$ cat config.mk
export PLATFORM = sky130hd
export DESIGN_NAME = fifo_wr_arb
export DESIGN_NICKNAME = d
export VERILOG_FILES = /design/src/rtl/fifo_arb_pkg.sv /design/src/rtl/rr_pick.sv /design/src/rtl/fifo_wr_arb.sv
export SDC_FILE = /design/constraint.sdc
export NUM_CORES = 1
export LEC_CHECK = 0
export CAP_MARGIN = 20
export CORE_ASPECT_RATIO = 0.7
export CORE_MARGIN = 10
export CORE_UTILIZATION = 35
export DETAILED_ROUTE_END_ITERATION = 6
export PLACE_DENSITY = 0.81
export SYNTH_ARGS = -nofsm -noshare
export SYNTH_HDL_FRONTEND = slang
export SYNTH_SLANG_ARGS = --single-unit
$ cat constraint.sdc
create_clock -name clk -period 2.2 [get_ports clk]
set_clock_uncertainty 0.2 [all_clocks]
set_input_delay 0.44 -clock clk [delete_from_list [all_inputs] [get_ports clk]]
set_output_delay 0.44 -clock clk [all_outputs]
set_load 0.02 [all_outputs]
$ cat src/rtl/fifo_arb_pkg.sv
// Shared helpers for the FIFO write arbiter and its round-robin picker.
package fifo_arb_pkg;

  localparam int unsigned MaxNreq = 16;

  // Index width for n sources; never narrower than one bit.
  function automatic int unsigned idw(input int unsigned n);
    return (n <= 1) ? 1 : $clog2(n);
  endfunction

endpackage

$ cat src/rtl/rr_pick.sv
// Combinational rotate-priority encoder: first set bit at or after last+1, wrapping.
module rr_pick #(
  parameter int unsigned N  = 4,
  parameter int unsigned IW = 2
) (
  input  logic [N-1:0]  req,
  input  logic [IW-1:0] last,
  output logic [IW-1:0] win,
  output logic          any
);

  logic [2*N-1:0] rot;
  int unsigned    s;

  always_comb begin
    win = '0;
    any = |req;
    s   = 0;
    // Doubling the vector turns the wrap-around search into a plain shift.
    rot = {req, req} >> ({1'b0, last} + 1'b1);
    for (int j = int'(N) - 1; j >= 0; j--) begin
      if (rot[j]) begin
        s = int'(last) + 1 + j;
        if (s >= N) s = s - N;
        win = IW'(s);
      end
    end
  end

endmodule

$ cat src/rtl/fifo_wr_arb.sv
// Round-robin arbiter sharing one registered FIFO write port between NREQ producers.
// Define FIFO_ARB_STATS_EN to add saturating per-requester grant counters (grant_cnt).
module fifo_wr_arb
  import fifo_arb_pkg::*;
#(
  parameter int unsigned DW   = 32,
  parameter int unsigned NREQ = 4,
  parameter int unsigned CNTW = 16
) (
  input  logic                      clk,
  input  logic                      rst_n,
  input  logic [NREQ-1:0]           req_valid,
  input  logic [NREQ*DW-1:0]        req_data,
  output logic [NREQ-1:0]           req_ready,
  output logic [DW-1:0]             fifo_din,
  output logic                      fifo_wen,
  input  logic                      fifo_full,
  output logic [idw(NREQ)-1:0]      grant_id
`ifdef FIFO_ARB_STATS_EN
  ,
  output logic [NREQ*CNTW-1:0]      grant_cnt
`endif
);

  localparam int unsigned IW = idw(NREQ);

  typedef struct packed {
    logic          vld;
    logic [DW-1:0] data;
    logic [IW-1:0] src;
  } out_stage_t;

  out_stage_t        out_q;
  logic [IW-1:0]     last_q;
  logic [IW-1:0]     win;
  logic              any;
  logic              can_acc;
  logic              hs;
  logic [NREQ*DW-1:0] shifted;
  logic [DW-1:0]     win_data;

  rr_pick #(
    .N  (NREQ),
    .IW (IW)
  ) u_pick (
    .req  (req_valid),
    .last (last_q),
    .win  (win),
    .any  (any)
  );

  always_comb begin
    fifo_wen  = out_q.vld && !fifo_full;
    fifo_din  = out_q.data;
    grant_id  = out_q.src;
    // Accept when the stage is empty or is being drained this cycle.
    can_acc   = !out_q.vld || !fifo_full;
    hs        = any && can_acc;
    req_ready = hs ? (NREQ'(1) << win) : '0;
    shifted   = req_data >> (DW * 32'(win));
    win_data  = shifted[DW-1:0];
  end

  always_ff @(posedge clk) begin
    if (!rst_n) begin
      out_q  <= '0;
      last_q <= IW'(NREQ - 1);
    end else if (hs) begin
      out_q.vld  <= 1'b1;
      out_q.data <= win_data;
      out_q.src  <= win;
      last_q     <= win;
    end else if (fifo_wen) begin
      out_q.vld <= 1'b0;
    end
  end

`ifdef FIFO_ARB_STATS_EN
  logic [CNTW-1:0] cnt_q [NREQ];

  always_ff @(posedge clk) begin
    if (!rst_n) begin
      for (int i = 0; i < int'(NREQ); i++) cnt_q[i] <= '0;
    end else begin
      for (int i = 0; i < int'(NREQ); i++) begin
        if (hs && win == IW'(i) && cnt_q[i] != '1) cnt_q[i] <= cnt_q[i] + 1'b1;
      end
    end
  end

  always_comb begin
    grant_cnt = '0;
    for (int i = 0; i < int'(NREQ); i++) grant_cnt[i*CNTW +: CNTW] = cnt_q[i];
  end
`endif

endmodule

==> run metrics, run 1 <==
worst hold stages 2; area of the multi-input gates 1900 um2; clk buf depth 2; Setup violations, final 6; CP peak stage delay 300 ps; Ports 174; Worst-Skew Late Latency 280 ps; H-tree depth 2; cts hold-fix bufs 0; Wirelength per Cell 22.2 um; global route overflow 0; sequential cell area 748 um2; reg2reg start last_q[0]; Fin. Hold Viols 0; Leakage Power 2.04 nW; yosys warns 0; RSZ-0062 raised after global routing yes; TritonCTS Sinks 37; Pwr Total 2.92 mW; failing checks negative setup slack; post-synthesis register bit count 37; initial antenna violation count 0; Post-Route WL 12900 um; Final Critical Period 2220 ps; Crit. End Element output port; crit path launch type input port; Worst Setup Slack, final -24.9 ps; Avg Cell Area, Syn 8.63 um2; status finished with violations; port bufs 173; f_max 449 MHz; final hold slack 279 ps; Peak VDD IR 0.000329 V; Root Buffer clkbuf_16; syn_nets 478; internal reg-to-reg setup slack -10 ps; Starting Density 36.8%; min-delay src grant_id[1]; DRC 0; All-Layer GR Usage 19.1%; share of cells above drive strength 1 19.0%; post-synthesis sequential area ratio 25.0%; Cell Pwr Density 594 nW/um2; Crit Reg-Reg Endpoint fifo_din[16]; Relative slew margins 66.2%; Core ar. 8040 um2; largest net degree at the start of global routing 33; global-route wire length before repair 19600 um; Crit path max-delay family simple AND/OR/NAND/NOR gates; Vias/cell 5.88; Slowest-stage cell, CP nor3_4; WP data required 1560 ps; number of max-cap violations 0; Critical Path AT 1580 ps; R2R depth 6; P&R area growth vs syn 66.3%; DR pass1 iterations 5; total CTS buffers 5; crit-path cells buf_4, nor2b_4, o21a_1, nor3_4, buf_4, nor2_2, buf_6; Die Wd 130 um; Worst-path clk slew 60 ps; Final nets 613; vias in the first global route 3510; setup tns final -76.4 ps; Filler Cell Count 686; Final Cycle Share 101%; Buf/Inv on CP 3; antenna-violating nets left 0; initial DRC count 314; die height 96.9 um; Slew @ Worst Pin 507 ps; Final HPWL DP 9290 um; Cells after Synth 343; die footprint 12600 um2; WS Path Type input port to output port; most used cell, CP buf_4; TritonCTS clock tree built; row count 27; CP max FO 5; Worst Hold Class register to register; diode count 0; vias after detailed routing 3410; post-synth cell types 33; final slew viol count 0; Cell Area, Synth 2960 um2; hold endpoint grant_id[1]; RD Place Congestion 0.808
-- cells in the mapped netlist (all sizes together) --
| cell type | number | share of area, % |
|---|---|---|
| nor2b | 5 | 1.2 |
| o31ai | 32 | 8.1 |
| o211a | 16 | 5.4 |
| buf | 47 | 11 |
| o2bb2ai | 1 | 0.30 |
| o21ai | 6 | 1.1 |
| a21boi | 2 | 0.51 |
| clkbuf | 27 | 3.4 |
| mux2 | 32 | 12 |
| nand2 | 4 | 0.51 |
| o21a | 3 | 0.76 |
| a221o | 16 | 5.4 |
| dfxtp | 37 | 25 |
| o211ai | 32 | 8.1 |
| nand3 | 1 | 0.17 |
| a21oi | 17 | 3.0 |
| a41oi | 16 | 4.7 |
| nor2 | 26 | 3.4 |
| a21o | 1 | 0.25 |
| and3 | 17 | 3.6 |
| nor4 | 1 | 0.42 |
| inv | 1 | 0.13 |
| nor3 | 3 | 0.89 |
-- worst max-delay path by stage --
stage                   endpoint  slack, ps          from  cells after the start
finish              req_ready[3]        -20  req_valid[1]                      7
global route        req_ready[3]        -50     last_q[0]                      6
CTS                 req_ready[1]         -6     fifo_full                      5
detailed placement   fifo_din[6]       -850  req_valid[2]                      7
global placement    req_ready[0]       -740  req_valid[1]                      7
floorplan           fifo_din[10]        -90  req_valid[3]                      7
-- layer usage --
layer	share of wire (%)	vias to the layer above	global-route usage [%]
met5	0	-	0
li1	-	1575	-
met1	42	1645	23.6
met4	1.8	0	5.74
met3	11	16	6.47
met2	46	174	30.6
-- cells by family (layout without fill, tap and decap cells) --
| group | Yosys count | in the layout | synth area share [%] |
|---|---|---|---|
| AOI/OAI and AO/OA | 142 | 142 | 37.7 |
| buffers and inverters | 75 | 211 | 14.9 |
| muxes | 32 | 32 | 12.2 |
| and+or+nand+nor | 57 | 57 | 10.2 |
| DFF | 37 | 37 | 25.0 |
-- cells in the final DEF, fill, tap and decap left out, types with 3 or more instances in the layout --
cell type	instances
mux2_2	13
and3_1	17
clkdlybuf4s50_1	162
nand2_1	3
o211a_1	16
o211ai_1	32
a221o_1	16
a21oi_1	16
buf_6	4
a41oi_1	16
nor2_1	21
buf_12	4
clkbuf_16	5
mux2_4	11
dfxtp_1	35
nor2b_4	3
o31ai_2	3
nor2_2	5
mux2_1	8
o21a_1	3
o31ai_1	29
buf_4	26
buf_2	4
-- tightest hold or removal path, delay by kind of cell, from the launching register on --
kind	cells	cell delay, ps
compound gates	1	70
flops	1	310
simple gates	1	50
-- power breakdown --
part           internal, mW  switching [mW]
Combinational         0.712           0.629
Clock                 0.480           0.282
Sequential            0.765          0.0533
Total                  1.96           0.964
-- flip-flops by register name (all words and copies together), names as in the netlist --
name      count
fifo_din     32
last_q        2
out_q         1
grant_id      2
-- metrics by stage --
stage | setup slack [ps] | std cells | utilization, % | instance area, um2
finish | -24.9 | 580 | 61.2 | 4920
global route | -50.6 | 580 | 61.2 | 4920
CTS | -5.93 | 578 | 60.5 | 4860
detailed placement | -851 | 567 | 58.2 | 4680
global placement | -739 | 567 | 58.2 | 4680
floorplan | -91.3 | 343 | - | 3040
-- area by class of cell --
| class | count | area share (%) |
|---|---|---|
| tap | 101 | 2.57 |
| clock buffer | 7 | 3.10 |
| sequential | 37 | 15.2 |
| clock inverter | 1 | 0.102 |
| multi-input combinational | 231 | 38.7 |
| inverter | 1 | 0.0763 |
| timing repair buffer | 202 | 40.3 |
-- repair_timing --
item,in CTS,in global routing
setup endpoints to repair,37,29
setup buffers,3,3
pin swaps,4,5
resized for setup,44,18
Note: power is estimated with default switching activity, not from simulation.
==> inputs of run 2 (changes only) <==
--- a/config.mk
+++ b/config.mk
@@ -7,7 +7,7 @@
 export LEC_CHECK = 0
 export CAP_MARGIN = 20
 export CORE_ASPECT_RATIO = 0.7
-export CORE_MARGIN = 10
+export CORE_MARGIN = 2
 export CORE_UTILIZATION = 35
 export DETAILED_ROUTE_END_ITERATION = 6
 export PLACE_DENSITY = 0.81
==> run 2 against run 1 <==
Net effect: the flow now finishes without violations; largest power group unchanged; via count up 0.70%; register-to-register slack improved by 80 ps; sequential share of layout area about the same; clock power down 11%; sequential cell count stayed put; routed wire length decreased by 10%; global-route usage up 4.7 points; largest cell class unchanged; worst setup slack improved by 87 ps; non-clock buffer count up 2.
==> run metrics, run 2 (synthesized netlist as in run 1, its figures left out) <==
status complete, no violations; Core ar. 8340 um2 (+3.7%); Reg power frac 28.9% (+0.9 points); Worst-Skew Late Latency 280 ps (about the same); vias after detailed routing 3434 (+0.70%); clk buf depth 2 (unchanged); pre-CTS setup slack -786 ps (+65.5 ps); Comb pwr share 47.2% (+1.3 points); die height 80.9 um (-17%); RSZ-0062 raised after global routing no; highest-count cells in the layout ignoring fill and taps clkdlybuf4s50_1 (162), dfxtp_1 (35), o211ai_1 (32), o31ai_1 (32), buf_4 (26); Worst Setup Slack, final 62.2 ps (+87.1 ps); Critical Path AT 2100 ps (+520 ps); Starting Density 35.5% (-1.3 points); Post-Route WL 11600 um (-10%); Final HPWL DP 8190 um (-12%); Final nets 615 (+0.33%); initial antenna violation count 0 (unchanged); number of max-cap violations 0 (unchanged); Relative slew margins 72.1% (+5.9 points); clock share of power 23.9% (-2.2 points); global-route wire length before repair 17600 um (-10%); Worst Hold Class register to register; port bufs 173 (unchanged); global route overflow 0 (unchanged); TritonCTS clock tree built; Worst-path clk slew 60 ps (about the same); net switching power figure 0.949 mW (-1.6%); total CTS buffers 5 (unchanged); largest net degree at the start of global routing 33 (unchanged); die footprint 9220 um2 (-27%); Leakage Power 2.04 nW (about the same); fin cells 584 (+0.69%); initial DRC count 232 (-26%); TritonCTS Sinks 37 (unchanged); Cell Pwr Density 579 nW/um2 (-2.5%); Final Critical Period 2140 ps (-87.1 ps); DRC 0 (unchanged); final hold slack 281 ps (+2.34 ps); antenna-violating nets left 0 (unchanged); DR pass1 iterations 4 (-1); Peak VDD IR 0.000305 V (-7.2%); fin util 58.9% (-2.3 points); Slew @ Worst Pin 418 ps (-89.2 ps); Setup violations, final 0 (-6); Root Buffer clkbuf_16; Cell Int Power 1.90 mW (-3.1%); WS Path Type input port to register; CP max FO 13 (+8); All-Layer GR Usage 23.8% (+4.7 points); Area after DPL 4700 um2 (+0.43%); Die Wd 114 um (-12%); Fin. Hold Viols 0 (unchanged); Crit. End Element register; row count 28 (+3.7%); dpl cells 573 (+1.1%); Net Sw Frac 33.4% (+0.36 points); diode count 0 (unchanged); Wirelength per Cell 19.8 um (-11%); RD Place Congestion 0.854 (+5.7%); H-tree depth 2 (unchanged); crit path launch type input port; WP data required 2170 ps (+610 ps); commonest non-fill, non-tap cell in the layout clkdlybuf4s50_1; setup tns final 0 ps (+76.4 ps); final slew viol count 0 (unchanged); f_max 468 MHz (+4.1%); Pwr Total 2.85 mW (-2.6%); vias in the first global route 3564 (+1.5%); Final Cycle Share 97.2% (-4.0 points); Ports 174 (unchanged); share of cells above drive strength 1 18.8% (-0.21 points); max FFs per register 32 (unchanged); Vias/cell 5.88 (about the same); fin area 4910 um2 (-0.15%); P&R area growth vs syn 66.0%
[run 2: metal layers]
metal	up-vias	GRT usage (%)	share of wire (%)
met3	18	4.10	6.9
met4	0	9.02	1.5
met2	169	40.5	47
li1	1582	-	-
met1	1665	30.4	44
met5	-	0	0
[run 2: timing repair]
action,CTS,global route
pin swaps,10,3
setup endpoints to repair,37,32
gates resized for setup,46,12
hold buffers,0,0
setup buffers,5,1
[run 2: cell type report]
class,count,area (um2)
inverter,1,3.75
tap,105,131
multi-input combinational,231,1900
clock buffer,5,125
sequential,37,746
fill,745,3420
timing repair buffer,204,2000
clock inverter,1,5.00
[run 2: power groups by stage]
stage	combinational [mW]	sequential, mW	clock, mW
finish	1.34	0.822	0.679
global route	1.42	0.830	0.716
CTS	1.32	0.820	0.689
detailed placement	1.29	0.831	0
global placement	1.26	0.829	0
floorplan	0.806	0.813	0
[run 2: final timing paths]
path           startpoint           end  slack, ps  depth (start not counted)
max          req_valid[1]  fifo_din[10]         60                          8
min           grant_id[1]   grant_id[1]        280                          2
max reg2reg     last_q[0]  fifo_din[10]         70                          7
min reg2reg   grant_id[1]   grant_id[1]        280                          2
[run 2: critical path: stages]
cell     delay [ps]
buf_2           140
nor2b_4         140
o21a_1          220
nor3_4          200
buf_4           170
buf_12          150
mux2_2          350
a221o_1         290
==> inputs of run 3 (changes only) <==
--- a/config.mk
+++ b/config.mk
@@ -8,9 +8,11 @@
 export CAP_MARGIN = 20
 export CORE_ASPECT_RATIO = 0.7
 export CORE_MARGIN = 2
-export CORE_UTILIZATION = 35
+export CORE_UTILIZATION = 36
+export CTS_BUF_LIST = sky130_fd_sc_hd__clkbuf_4
 export DETAILED_ROUTE_END_ITERATION = 6
-export PLACE_DENSITY = 0.81
+export PLACE_DENSITY = 0.83
+export SETUP_SLACK_MARGIN = 0.5
 export SYNTH_ARGS = -nofsm -noshare
 export SYNTH_HDL_FRONTEND = slang
 export SYNTH_SLANG_ARGS = --single-unit
==> run 3 against run 2 <==
Net effect: combinational power barely moved; global-route usage is 1.5 points higher; sequential share of layout area about the same; design area up 0.71%; critical path depth down 2; core utilization grew 3.7 points; final cell count up 0.68%; via count up 1.6%; total power decreased by 1.9%; first-iteration DRC count is 16% higher; largest power group unchanged; highest routed layer unchanged.
==> run metrics, run 3 (synthesized netlist as in run 1, its figures left out) <==
Root Buffer clkbuf_4; final slew viol count 0 (unchanged); port bufs 173 (unchanged); TritonCTS Sinks 37 (unchanged); row count 27 (-3.6%); CP peak stage delay 400 ps (+50 ps); TritonCTS clock tree built; DRC 0 (unchanged); initial antenna violation count 0 (unchanged); Worst-Skew Late Latency 340 ps (+60 ps); Wirelength per Cell 20.3 um (+2.8%); H-tree depth 2 (unchanged); crit path launch type register; reg2reg start last_q[0]; highest-count cells in the layout ignoring fill and taps clkdlybuf4s50_1 (128), dfxtp_1 (34), o211ai_1 (32), o31ai_1 (32), buf_4 (30); min-delay src grant_id[1]; diode count 0 (unchanged); share of cells above drive strength 1 28.3% (+9.5 points); Final Cycle Share 98.8% (+1.7 points); antenna-violating nets left 0 (unchanged); status complete, no violations; All-Layer GR Usage 25.3% (+1.5 points); Leakage Power 2.15 nW (+5.3%); Core ar. 7910 um2 (-5.2%); vias in the first global route 3627 (+1.8%); clk buf depth 2 (unchanged); Worst Hold Class register to register; Final nets 621 (+0.98%); vias after detailed routing 3490 (+1.6%); total CTS buffers 5 (unchanged); Slowest-stage cell, CP dfxtp_4; die footprint 8980 um2 (-2.7%); hold endpoint grant_id[1]; Ports 174 (unchanged); Crit. End Element output port; initial DRC count 268 (+16%); Crit Reg-Reg Endpoint fifo_din[12]; most used cell, CP buf_6; Fin. Hold Viols 0 (unchanged); Worst Setup Slack, final 25.9 ps (-36.3 ps); commonest non-fill, non-tap cell in the layout clkdlybuf4s50_1; Final HPWL DP 8120 um (-0.93%); fin cells 588 (+0.68%); cts hold-fix bufs 0 (unchanged); Critical Path AT 1530 ps (-570 ps); Cell Pwr Density 564 nW/um2 (-2.6%); P&R area growth vs syn 67.2%; WS Path Type register to output port; WP data required 1560 ps (-610 ps); f_max 460 MHz (-1.7%); Vias/cell 5.94 (+0.94%); RD Place Congestion 0.894 (+4.7%); Final Critical Period 2170 ps (+36.3 ps); number of max-cap violations 0 (unchanged); final hold slack 292 ps (+10.6 ps); pre-CTS setup slack -834 ps (-48.4 ps); internal reg-to-reg setup slack 50 ps (-20 ps); dpl cells 569 (-0.70%); RSZ-0062 raised after global routing yes; crit path launch last_q[0]; Relative slew margins 70.2% (-2.0 points); max FFs per register 32 (unchanged); DR pass1 iterations 4 (unchanged); Starting Density 37.4% (+1.9 points); R2R depth 7 (unchanged); Setup violations, final 0 (unchanged); Die Wd 112 um (-1.3%); global route overflow 0 (unchanged); worst hold stages 2 (unchanged); Peak VDD IR 0.000278 V (-8.9%); Post-Route WL 12000 um (+3.5%); Slew @ Worst Pin 447 ps (+29.3 ps); global-route wire length before repair 18300 um (+3.8%); crit-path cells nor2b_4, o21a_4, nor3_4, buf_6, nor2_4, buf_6; largest net degree at the start of global routing 36 (+9.1%); Worst-path clk slew 120 ps (+60 ps); CP max FO 3 (-10); die height 79.9 um (-1.3%)
[run 3: changes by cell type in the layout (fill, tap and decap cells not counted), sizes merged]
| cell | delta |
|---|---|
| buf | +7 |
| bufinv | +2 |
| clkbuf | +21 |
| clkdlybuf4s15 | +13 |
| clkdlybuf4s50 | -34 |
| dlygate4sd2 | -1 |
[run 3: power breakdown]
part	internal [mW]	switching, mW
sequential	0.763	0.0570
combinational	0.710	0.657
clock	0.352	0.252
total	1.82	0.966
[run 3: metal layers]
metal  track usage [%]  vias up  share of wire, %
met1              29.9     1668                41
li1                  -     1596                 -
met5                 0        -                 0
met4              11.3        0               2.8
met3              6.61       30               9.0
met2              43.7      196                47
[run 3: through the flow]
stage	util [%]	TNS [ps]	area [um2]	power, mW
6_report	62.6	0	4950	2.79
3_3_place_gp	59.8	-26210	4720	2.11
4_1_cts	62.1	0	4910	2.75
5_1_grt	62.6	-332	4950	2.93
3_5_place_dp	59.8	-28470	4720	2.15
2_1_floorplan	-	-1310	3100	1.65
[run 3: worst max path at each step]
stage | to | slack (ps) | cells after the start
6_report | req_ready[1] | 30 | 6
5_1_grt | req_ready[1] | -70 | 6
4_1_cts | req_ready[1] | 8 | 6
3_5_place_dp | fifo_din[12] | -830 | 7
3_3_place_gp | req_ready[2] | -760 | 6
2_1_floorplan | fifo_din[10] | -90 | 7
[run 3: layout make-up]
cell class / instances / area (um2)
clock inverter: 3 / 65.1
timing repair buffer: 210 / 1960
tap: 101 / 126
fill: 676 / 2960
sequential: 37 / 752
clock buffer: 5 / 37.5
inverter: 1 / 3.75
multi-input combinational: 231 / 2010
[run 3: repair_timing]
action / CTS / global route
buffers inserted: 5 / 5
gates resized for setup: 123 / 53
setup endpoints to repair: 75 / 69
gates cloned: 0 / 1
pin swaps: 6 / 9
[run 3: worst max-delay path: cells and delay by family (launching register included)]
kind	cells	cell delay, ps
AO/OA/AOI/OAI	1	200
AND/OR/NAND/NOR	3	310
flip-flops	1	400
buffers and inverters	2	270
